File: src/rtl/tnew_scoreboard_if.sv
// D-stage hazard query bus: D-stage instruction fields in, stall/forwarding/md status out.
interface tnew_scoreboard_if #(
  parameter int unsigned STAGES = 3,
  parameter int unsigned TNEW_W = 2
);
  localparam int unsigned SEL_W = $clog2(STAGES + 1);

  logic              d_valid;
  logic [4:0]        d_wa;
  logic [TNEW_W-1:0] d_tnew;
  logic [4:0]        d_rs;
  logic [4:0]        d_rt;
  logic [TNEW_W-1:0] d_tuse_rs;
  logic [TNEW_W-1:0] d_tuse_rt;
  logic              d_md_start;
  logic              d_md_use;
  logic              stall;
  logic [SEL_W-1:0]  fwd_rs_sel;
  logic [SEL_W-1:0]  fwd_rt_sel;
  logic              md_busy;

  modport master (
    output d_valid, d_wa, d_tnew, d_rs, d_rt, d_tuse_rs, d_tuse_rt, d_md_start, d_md_use,
    input  stall, fwd_rs_sel, fwd_rt_sel, md_busy
  );

  modport slave (
    input  d_valid, d_wa, d_tnew, d_rs, d_rt, d_tuse_rs, d_tuse_rt, d_md_start, d_md_use,
    output stall, fwd_rs_sel, fwd_rt_sel, md_busy
  );
endinterface

File: src/rtl/tnew_scoreboard.sv
// Tnew/Tuse hazard scoreboard beside the D stage: tracks in-flight writers, derives
// the D stall and operand forwarding selects, and times the multi-cycle mult/div unit.
module tnew_scoreboard #(
  parameter int unsigned STAGES = 3,
  parameter int unsigned TNEW_W = 2,
  parameter int unsigned MD_LAT = 5
) (
  input  logic             clk,
  input  logic             reset,
  tnew_scoreboard_if.slave sb
);
  localparam int unsigned SEL_W = $clog2(STAGES + 1);
  localparam int unsigned MD_W  = 4;

  typedef struct packed {
    logic              valid;
    logic [4:0]        wa;
    logic [TNEW_W-1:0] tnew;
  } entry_t;

  entry_t            tbl [STAGES];
  logic [MD_W-1:0]   md_cnt;

  logic              rs_haz;
  logic              rt_haz;
  logic [SEL_W-1:0]  rs_sel;
  logic [SEL_W-1:0]  rt_sel;
  logic              rs_used;
  logic              rt_used;
  logic              md_busy_c;
  logic              stall_c;

  // Youngest-match lookup: scan oldest to youngest so the lowest index wins.
  always_comb begin
    rs_haz  = 1'b0;
    rt_haz  = 1'b0;
    rs_sel  = '0;
    rt_sel  = '0;
    rs_used = (sb.d_rs != 5'd0) && (sb.d_tuse_rs != '1);
    rt_used = (sb.d_rt != 5'd0) && (sb.d_tuse_rt != '1);
    for (int k = int'(STAGES) - 1; k >= 0; k--) begin
      if (rs_used && tbl[k].valid && (tbl[k].wa == sb.d_rs)) begin
        rs_haz = (tbl[k].tnew > sb.d_tuse_rs);
        rs_sel = (tbl[k].tnew == '0) ? SEL_W'(k + 1) : '0;
      end
      if (rt_used && tbl[k].valid && (tbl[k].wa == sb.d_rt)) begin
        rt_haz = (tbl[k].tnew > sb.d_tuse_rt);
        rt_sel = (tbl[k].tnew == '0) ? SEL_W'(k + 1) : '0;
      end
    end
  end

  assign md_busy_c = (md_cnt != '0);
  assign stall_c   = sb.d_valid & (rs_haz | rt_haz | (sb.d_md_use & md_busy_c));

  assign sb.stall      = stall_c;
  assign sb.fwd_rs_sel = rs_sel;
  assign sb.fwd_rt_sel = rt_sel;
  assign sb.md_busy    = md_busy_c;

  // Table shift: downstream stages always advance; a stall only bubbles entry 0.
  always_ff @(posedge clk) begin
    if (reset) begin
      for (int i = 0; i < int'(STAGES); i++) begin
        tbl[i] <= '0;
      end
      md_cnt <= '0;
    end else begin
      if (sb.d_valid && !stall_c) begin
        tbl[0] <= '{valid: 1'b1, wa: sb.d_wa, tnew: sb.d_tnew};
      end else begin
        tbl[0] <= '0;
      end
      for (int i = 1; i < int'(STAGES); i++) begin
        tbl[i].valid <= tbl[i-1].valid;
        tbl[i].wa    <= tbl[i-1].wa;
        tbl[i].tnew  <= (tbl[i-1].tnew == '0) ? '0 : tbl[i-1].tnew - TNEW_W'(1);
      end
      if (sb.d_valid && sb.d_md_start && !stall_c) begin
        md_cnt <= MD_W'(MD_LAT);
      end else if (md_cnt != '0) begin
        md_cnt <= md_cnt - MD_W'(1);
      end
    end
  end
endmodule

File: src/flat_wrapper.sv
// flat-port wrapper written by rule: the top's interface ports become plain ports
module tnew_scoreboard_flat 
#(
  parameter int unsigned STAGES = 3,
  parameter int unsigned TNEW_W = 2,
  parameter int unsigned MD_LAT = 5
)
  (clk, reset, sb_d_valid, sb_d_wa, sb_d_tnew, sb_d_rs, sb_d_rt, sb_d_tuse_rs, sb_d_tuse_rt, sb_d_md_start, sb_d_md_use, sb_stall, sb_fwd_rs_sel, sb_fwd_rt_sel, sb_md_busy);
  tnew_scoreboard_if #(.STAGES(STAGES), .TNEW_W(TNEW_W)) sb_i ();
  input  logic clk;
  input  logic reset;
  input wire logic [$bits(sb_i.d_valid)-1:0] sb_d_valid;
  input wire logic [$bits(sb_i.d_wa)-1:0] sb_d_wa;
  input wire logic [$bits(sb_i.d_tnew)-1:0] sb_d_tnew;
  input wire logic [$bits(sb_i.d_rs)-1:0] sb_d_rs;
  input wire logic [$bits(sb_i.d_rt)-1:0] sb_d_rt;
  input wire logic [$bits(sb_i.d_tuse_rs)-1:0] sb_d_tuse_rs;
  input wire logic [$bits(sb_i.d_tuse_rt)-1:0] sb_d_tuse_rt;
  input wire logic [$bits(sb_i.d_md_start)-1:0] sb_d_md_start;
  input wire logic [$bits(sb_i.d_md_use)-1:0] sb_d_md_use;
  output wire logic [$bits(sb_i.stall)-1:0] sb_stall;
  output wire logic [$bits(sb_i.fwd_rs_sel)-1:0] sb_fwd_rs_sel;
  output wire logic [$bits(sb_i.fwd_rt_sel)-1:0] sb_fwd_rt_sel;
  output wire logic [$bits(sb_i.md_busy)-1:0] sb_md_busy;
  assign sb_i.d_valid = sb_d_valid;
  assign sb_i.d_wa = sb_d_wa;
  assign sb_i.d_tnew = sb_d_tnew;
  assign sb_i.d_rs = sb_d_rs;
  assign sb_i.d_rt = sb_d_rt;
  assign sb_i.d_tuse_rs = sb_d_tuse_rs;
  assign sb_i.d_tuse_rt = sb_d_tuse_rt;
  assign sb_i.d_md_start = sb_d_md_start;
  assign sb_i.d_md_use = sb_d_md_use;
  assign sb_stall = sb_i.stall;
  assign sb_fwd_rs_sel = sb_i.fwd_rs_sel;
  assign sb_fwd_rt_sel = sb_i.fwd_rt_sel;
  assign sb_md_busy = sb_i.md_busy;
  tnew_scoreboard #(.STAGES(STAGES), .TNEW_W(TNEW_W), .MD_LAT(MD_LAT)) u_core (.clk(clk), .reset(reset), .sb(sb_i));
endmodule
File: config.mk
export PLATFORM = sky130hd
export DESIGN_NAME = tnew_scoreboard_flat
export DESIGN_NICKNAME = d
export VERILOG_FILES = /design/src/rtl/tnew_scoreboard_if.sv /design/src/rtl/tnew_scoreboard.sv /design/src/flat_wrapper.sv
export SDC_FILE = /design/constraint.sdc
export NUM_CORES = 1
export LEC_CHECK = 0
export ABC_AREA = 1
export CORE_MARGIN = 2
export CORE_UTILIZATION = 49
export CTS_CLUSTER_SIZE = 25
export DETAILED_ROUTE_END_ITERATION = 8
export PLACE_DENSITY = 0.74
export SYNTH_ARGS = -nofsm -noshare
export SYNTH_HDL_FRONTEND = slang
export SYNTH_SLANG_ARGS = --single-unit
File: constraint.sdc
create_clock -name clk -period 2.8 [get_ports clk]
set_clock_uncertainty 0.2 [all_clocks]
set_input_delay 0.84 -clock clk [delete_from_list [all_inputs] [get_ports clk]]
set_output_delay 0.84 -clock clk [all_outputs]
set_load 0.02 [all_outputs]
Yosys cells after proc, flatten, opt, wreduce, memory -nomap -nowiden
Memories as Yosys holds them, arrays and structs flattened.
Cells that the tools add are included.

storage, ports and cells
  bits in registers = 4
  bits in writable memories = 24
  input port bits = 26
  output and inout bits = 6
  logic and storage cells = 94
  memories = 1

memory list
  memory      depth  bits a word  rd ports  clocked after Yosys merged registers in  wr ports  RTL line               RTL
  u_core.tbl  3      8            3         0                                        3         tnew_scoreboard.sv:21  entry_t tbl [STAGES];

operators by class
  add/subtract/negate cells = 3
  order comparisons = 6
  eq/ne operators = 8
  multiplexer cells = 36
  bitwise logic cells = 12
  reduce and logical (&&, ||, !) cells = 26

operators with widths
  cell                                                                count
  5-bit equality test                                                 6
  2-bit two-way mux                                                   12
  1-bit two-way mux                                                   18
  1-bit logical AND                                                   17
  8-bit two-way mux                                                   2
  2-bit greater-than comparator                                       6
  5-bit two-way mux                                                   2
  1-bit bitwise OR                                                    10
  5-bit nonzero test                                                  2
  2-bit logical NOT                                                   3
  3-bit two-way mux                                                   2
  2-bit inequality test, second input constant                        2
  4-bit nonzero test                                                  1
  2-bit by 1-bit subtractor with 2-bit output, second input constant  2
  4-bit by 1-bit subtractor with 4-bit output, second input constant  1
  1-bit AND                                                           2
  2-bit nonzero test                                                  1
  2-bit OR reduction                                                  1
  1-bit logical NOT                                                   1

Longest topological paths before layout
Gate-level depths: netlist (run 1).

  word-level depth = 17
  mapped depth = 12
  depth with buffers taken out = 12

Least setup slack after synthesis (run 1)
Ideal clock, no wire load.

  path kind = input-to-output
  from = in sb_d_tuse_rs[1]
  to = out sb_stall
  arrival = 1.927 ns
  data required time = 1.760 ns
  path slack = -0.167 ns
  stages on the path = 10
  buffers on the path = 0
  path through = inv_1 -> ha_1 -> a21oi_1 -> a21oi_1 -> nand4_1 -> nand3_1 -> a21oi_4 -> nand2_1 -> nand2_1 -> inv_1

on the way
  cells in the longest elaborated chain, start to end = 10
  elaborated cells between the ends (all ways) = 17
  those cells by class = 3 x order compare; 1 x eq/ne; 3 x mux; 3 x bitwise; 7 x reduce/logical

RTL lines
  what                                RTL line               RTL
  start, declared                     flat_wrapper.sv:17     input wire logic [$bits(sb_i.d_tuse_rs)-1:0] sb_d_tuse_rs;
  2-bit inequality test               tnew_scoreboard.sv:39  rs_used = (sb.d_rs != 5'd0) && (sb.d_tuse_rs != '1);
  1-bit logical AND                   tnew_scoreboard.sv:39
  1-bit logical AND (2 in series)     tnew_scoreboard.sv:42  if (rs_used && tbl[k].valid && (tbl[k].wa == sb.d_rs)) begin
  1-bit two-way mux (2 in series)     tnew_scoreboard.sv:42
  1-bit two-way mux (*)               tnew_scoreboard.sv:42
  1-bit bitwise OR (*) (2 in series)  tnew_scoreboard.sv:54  assign stall_c = sb.d_valid & (rs_haz | rt_haz | (sb.d_md_use & md_busy_c));
  1-bit AND (*)                       tnew_scoreboard.sv:54
  end, declared                       flat_wrapper.sv:21     output wire logic [$bits(sb_i.stall)-1:0] sb_stall;

Every way passes the cells marked *; elsewhere a longest branch is shown, timed or not.

Worst setup path after layout (run 1)
  from = in sb_d_rt[0]
  to = out sb_stall

on the way
  cells in the longest elaborated chain, start to end = 10
  elaborated cells between the ends (all ways) = 17
  those cells by class = 3 x eq/ne; 3 x mux; 3 x bitwise; 8 x reduce/logical

RTL lines
  what                                RTL line               RTL
  start, declared                     flat_wrapper.sv:16     input wire logic [$bits(sb_i.d_rt)-1:0] sb_d_rt;
  5-bit nonzero test                  tnew_scoreboard.sv:40  rt_used = (sb.d_rt != 5'd0) && (sb.d_tuse_rt != '1);
  1-bit logical AND                   tnew_scoreboard.sv:40
  1-bit logical AND (2 in series)     tnew_scoreboard.sv:46  if (rt_used && tbl[k].valid && (tbl[k].wa == sb.d_rt)) begin
  1-bit two-way mux (2 in series)     tnew_scoreboard.sv:46
  1-bit two-way mux (*)               tnew_scoreboard.sv:46
  1-bit bitwise OR (*) (2 in series)  tnew_scoreboard.sv:54
  1-bit AND (*)                       tnew_scoreboard.sv:54

Marked as above.

==> results of run 1 <==
[power by group through the flow]
stage / sequential [mW] / clock (mW) / combinational [mW]
finish: 0.552 / 0.241 / 0.551
global route: 0.557 / 0.258 / 0.615
detailed placement: 0.556 / 0 / 0.470
CTS: 0.549 / 0.244 / 0.504
global placement: 0.553 / 0 / 0.451
floorplan: 0.544 / 0 / 0.281
[worst max path at each step]
| stage | from | endpoint | slack, ps | cells past startpoint |
|---|---|---|---|---|
| global placement | sb_d_rs[1] | sb_stall | -1290 | 14 |
| CTS | sb_d_tuse_rs[1] | sb_stall | -260 | 12 |
| detailed placement | sb_d_rs[1] | sb_stall | -1290 | 14 |
| finish | sb_d_rt[0] | sb_stall | -320 | 12 |
| global route | sb_d_rt[2] | u_core.tbl[0][7] | -440 | 21 |
| floorplan | sb_d_tuse_rs[1] | sb_stall | -70 | 10 |
[what timing repair did]
action,CTS,global route
resized for setup,150,36
hold endpoints to repair,0,0
setup buffers,9,3
setup endpoints to repair,6,17
pin swaps,34,26
[synthesized netlist by cell type]
master	count	area share (%)
a21oi_1	15	3.7
inv_1	48	8.8
clkbuf_1	2	0.37
nor2_1	44	8.1
xor2_1	5	2.1
nand3_2	1	0.49
edfxtp_1	24	35
nand4_2	1	0.61
xnor2_1	5	2.1
nand2_1	61	11
ha_1	14	8.6
inv_2	5	0.92
o21bai_1	1	0.37
nand4_1	6	1.8
o21ai_1	2	0.49
dfxtp_1	4	3.9
nor3_1	5	1.2
nor2_2	1	0.31
or2_2	1	0.31
a21oi_4	1	0.80
clkinv_1	1	0.18
conb_1	1	0.18
nand4_4	1	1.0
nand2_2	2	0.61
o21ai_0	13	3.2
nand3_1	9	2.2
o211ai_1	1	0.37
nor3_2	1	0.49
[logic make-up (layout without fill, tap and decap cells)]
| family | Yosys count | count (layout) | share of synthesized area [%] |
|---|---|---|---|
| buffers and inverters | 56 | 128 | 10.3 |
| other | 1 | 24 | 0.184 |
| adder cells (fa/ha/maj) | 14 | 14 | 8.59 |
| XOR/XNOR | 10 | 10 | 4.29 |
| AO/OA/AOI/OAI | 33 | 33 | 8.90 |
| flip-flops | 28 | 28 | 39.3 |
| AND/OR/NAND/NOR | 133 | 133 | 28.5 |
[flip-flops by register name (all words and copies together) (netlist names)]
signal	cells
u_core.tbl	24
u_core.md_cnt	4
[metal layers]
metal / vias up / global-route usage, % / routed length, um
li1: 1057 / - / -
met1: 1001 / 33.7 / 2460
met2: 88 / 49.3 / 3260
met3: 29 / 3.57 / 308
met4: 0 / 11.8 / 223
met5: - / 0 / 0
[layout make-up]
| type | instances | share of cell area [%] |
|---|---|---|
| Clock buffer | 3 | 1.31 |
| Timing Repair Buffer | 70 | 21.1 |
| Clock inverter | 1 | 0.119 |
| Multi-Input combinational cell | 214 | 42.7 |
| Sequential cell | 28 | 25.5 |
| Tap cell | 50 | 1.99 |
| Inverter | 54 | 7.33 |
[worst min-delay path, delay by kind of cell (launching register included)]
kind               cells  cell delay, ps
AOI/OAI and AO/OA      1             160
DFF                    1             340
and+or+nand+nor        1              50
[cells in the final DEF, fill, tap and decap left out, types with 12 or more instances in the layout]
| master | netlist | routed |
|---|---|---|
| conb_1 | 1 | 24 |
| inv_1 | 48 | 40 |
| buf_4 | 0 | 33 |
| buf_6 | 0 | 16 |
| nor2_1 | 44 | 30 |
| nand2_1 | 61 | 49 |
| edfxtp_1 | 24 | 24 |
| nor2_2 | 1 | 12 |
| nand2_2 | 2 | 13 |
[through the flow]
stage | total power [mW] | TNS [ps] | cell area (um^2) | worst slack (ps) | hold slack (ps)
floorplan | 0.824 | -73.4 | 2140 | -73.4 | 312
global placement | 1.00 | -8240 | 2720 | -1290 | 333
detailed placement | 1.03 | -8730 | 2720 | -1290 | 355
CTS | 1.30 | -1180 | 3000 | -259 | 378
global route | 1.43 | -6480 | 3140 | -443 | 409
finish | 1.34 | -4140 | 3140 | -324 | 383
==> impl_metrics.tcl, run 1 <==
set metrics [dict create \
    status "finished with violations" \
    violations "setup timing" \
    synth_warnings 0 \
    path_cells "buf_4 -> nor2_1 -> nand4_1 -> nand2_1 -> nor2_2 -> nand3_1 -> nand3_2 -> a21oi_4 -> nand2_2 -> nand2_2 -> inv_2 -> buf_6" \
    grt_usage_pct 27.8 \
    hold_path_end "u_core.md_cnt[1]" \
    coreArea_mm2 0.00400 \
    fp.dieArea_mm2 0.00469 \
    ir_drop_uv 354 \
    worstSetupStartpointType "primary input" \
    drv_slew 0 \
    dp_hpwl_um 4020 \
    fmax_mhz 320 \
    r2r_end "u_core.tbl[0][5]" \
    hp-class "reg -> reg" \
    setup_viol 17 \
    clk_pin_slew_ps 110 \
    syn_area_mm2 0.00204 \
    ff2ff_setup_slack_ps -130 \
    clk_latency_ps 300 \
    io_pins 32 \
    cts_tree "built" \
    required_ps 1760 \
    initial_core_util_pct 51.0 \
    post-route-period-util_pct 112 \
    p_clk_share_pct 17.9 \
    vias_per_cell 5.18 \
    hold_viol 0 \
    crit_slowest_cell "nand2_1" \
    cp_slowest_stage_delay_ps 160 \
    cts.sinks 28 \
    vias 2175 \
    rsz0062_at_grt "true" \
    power_density_mw_per_mm2 428 \
    areaGrowthSynthToFinish_pct 54.0 \
    diodes 0 \
    min_delay_path_depth 2 \
    placed_cells 405 \
    htree_levels 1 \
    worstRegToRegCells 19 \
    grt_pass1_vias 2136 \
    synth-seq-area-share_pct 39.3 \
    cts_inserted_buffers 3 \
    grt_pass1_wl_um 9600 \
    drt_iter0_drc 215 \
    cts_root_buffer "clkbuf_8" \
    internal_power_uw 863 \
    chipHeight_um 68.5 \
    maxCapViolations 0 \
    drtAntennaViolNets 0 \
    r2r-start "u_core.tbl[1][6]" \
    hold_buffers 0 \
    synth_cells 275 \
    grt_max_degree 16 \
    final-seq-area_um2 801 \
    power_frac_seq_pct 41.1 \
    path_class "in -> out" \
    grt_overflow_total 0 \
    layoutNonFillerInstCount 420 \
    n_fill_cell 265 \
    power_frac_comb_pct 41.0 \
    hold_start "u_core.md_cnt[1]" \
    worst_ep_arrival_time_ps 2080 \
    crit_path_max_fanout 6 \
    crit_top_cell "nand2_2" \
    gp_congestion 0.873 \
    power_switching_uw 481 \
    fp-row-count 23 \
    die_x_um 68.5 \
    drive_gt1_share_pct 34.6 \
    swShare_pct 35.8 \
    antenna_found_initial 0 \
    fin_util_pct 78.5 \
    wl_per_cell_um 14.9 \
    synth_seq_cells 28 \
    wl_um 6250 \
    multi_input_area_mm2 0.00134 \
    endpoint_kind "output pin" \
    io_buffers 31 \
    avgSynthCellArea_um2 7.42 \
    timing.critical_path.buf_inv 3 \
    nNetsFinal 411 \
    crit_family "simple AND/OR/NAND/NOR gates" \
    dr.pass1.iters 4 \
    clockBufferDepth 2 \
    fin_crit_ps 3120 \
    p_leak_nw 1.48 \
    synth_cell_types 28 \
    drc 0 \
    worst_slack_ps -324 \
]
Power figures use the tool's default switching activity.
==> run 2: changes to the inputs <==
SLEW_MARGIN = 20   (was not set)
==> results of run 2 <==
Same layout as run 1: the final DEF is identical, and so are final timing and power.
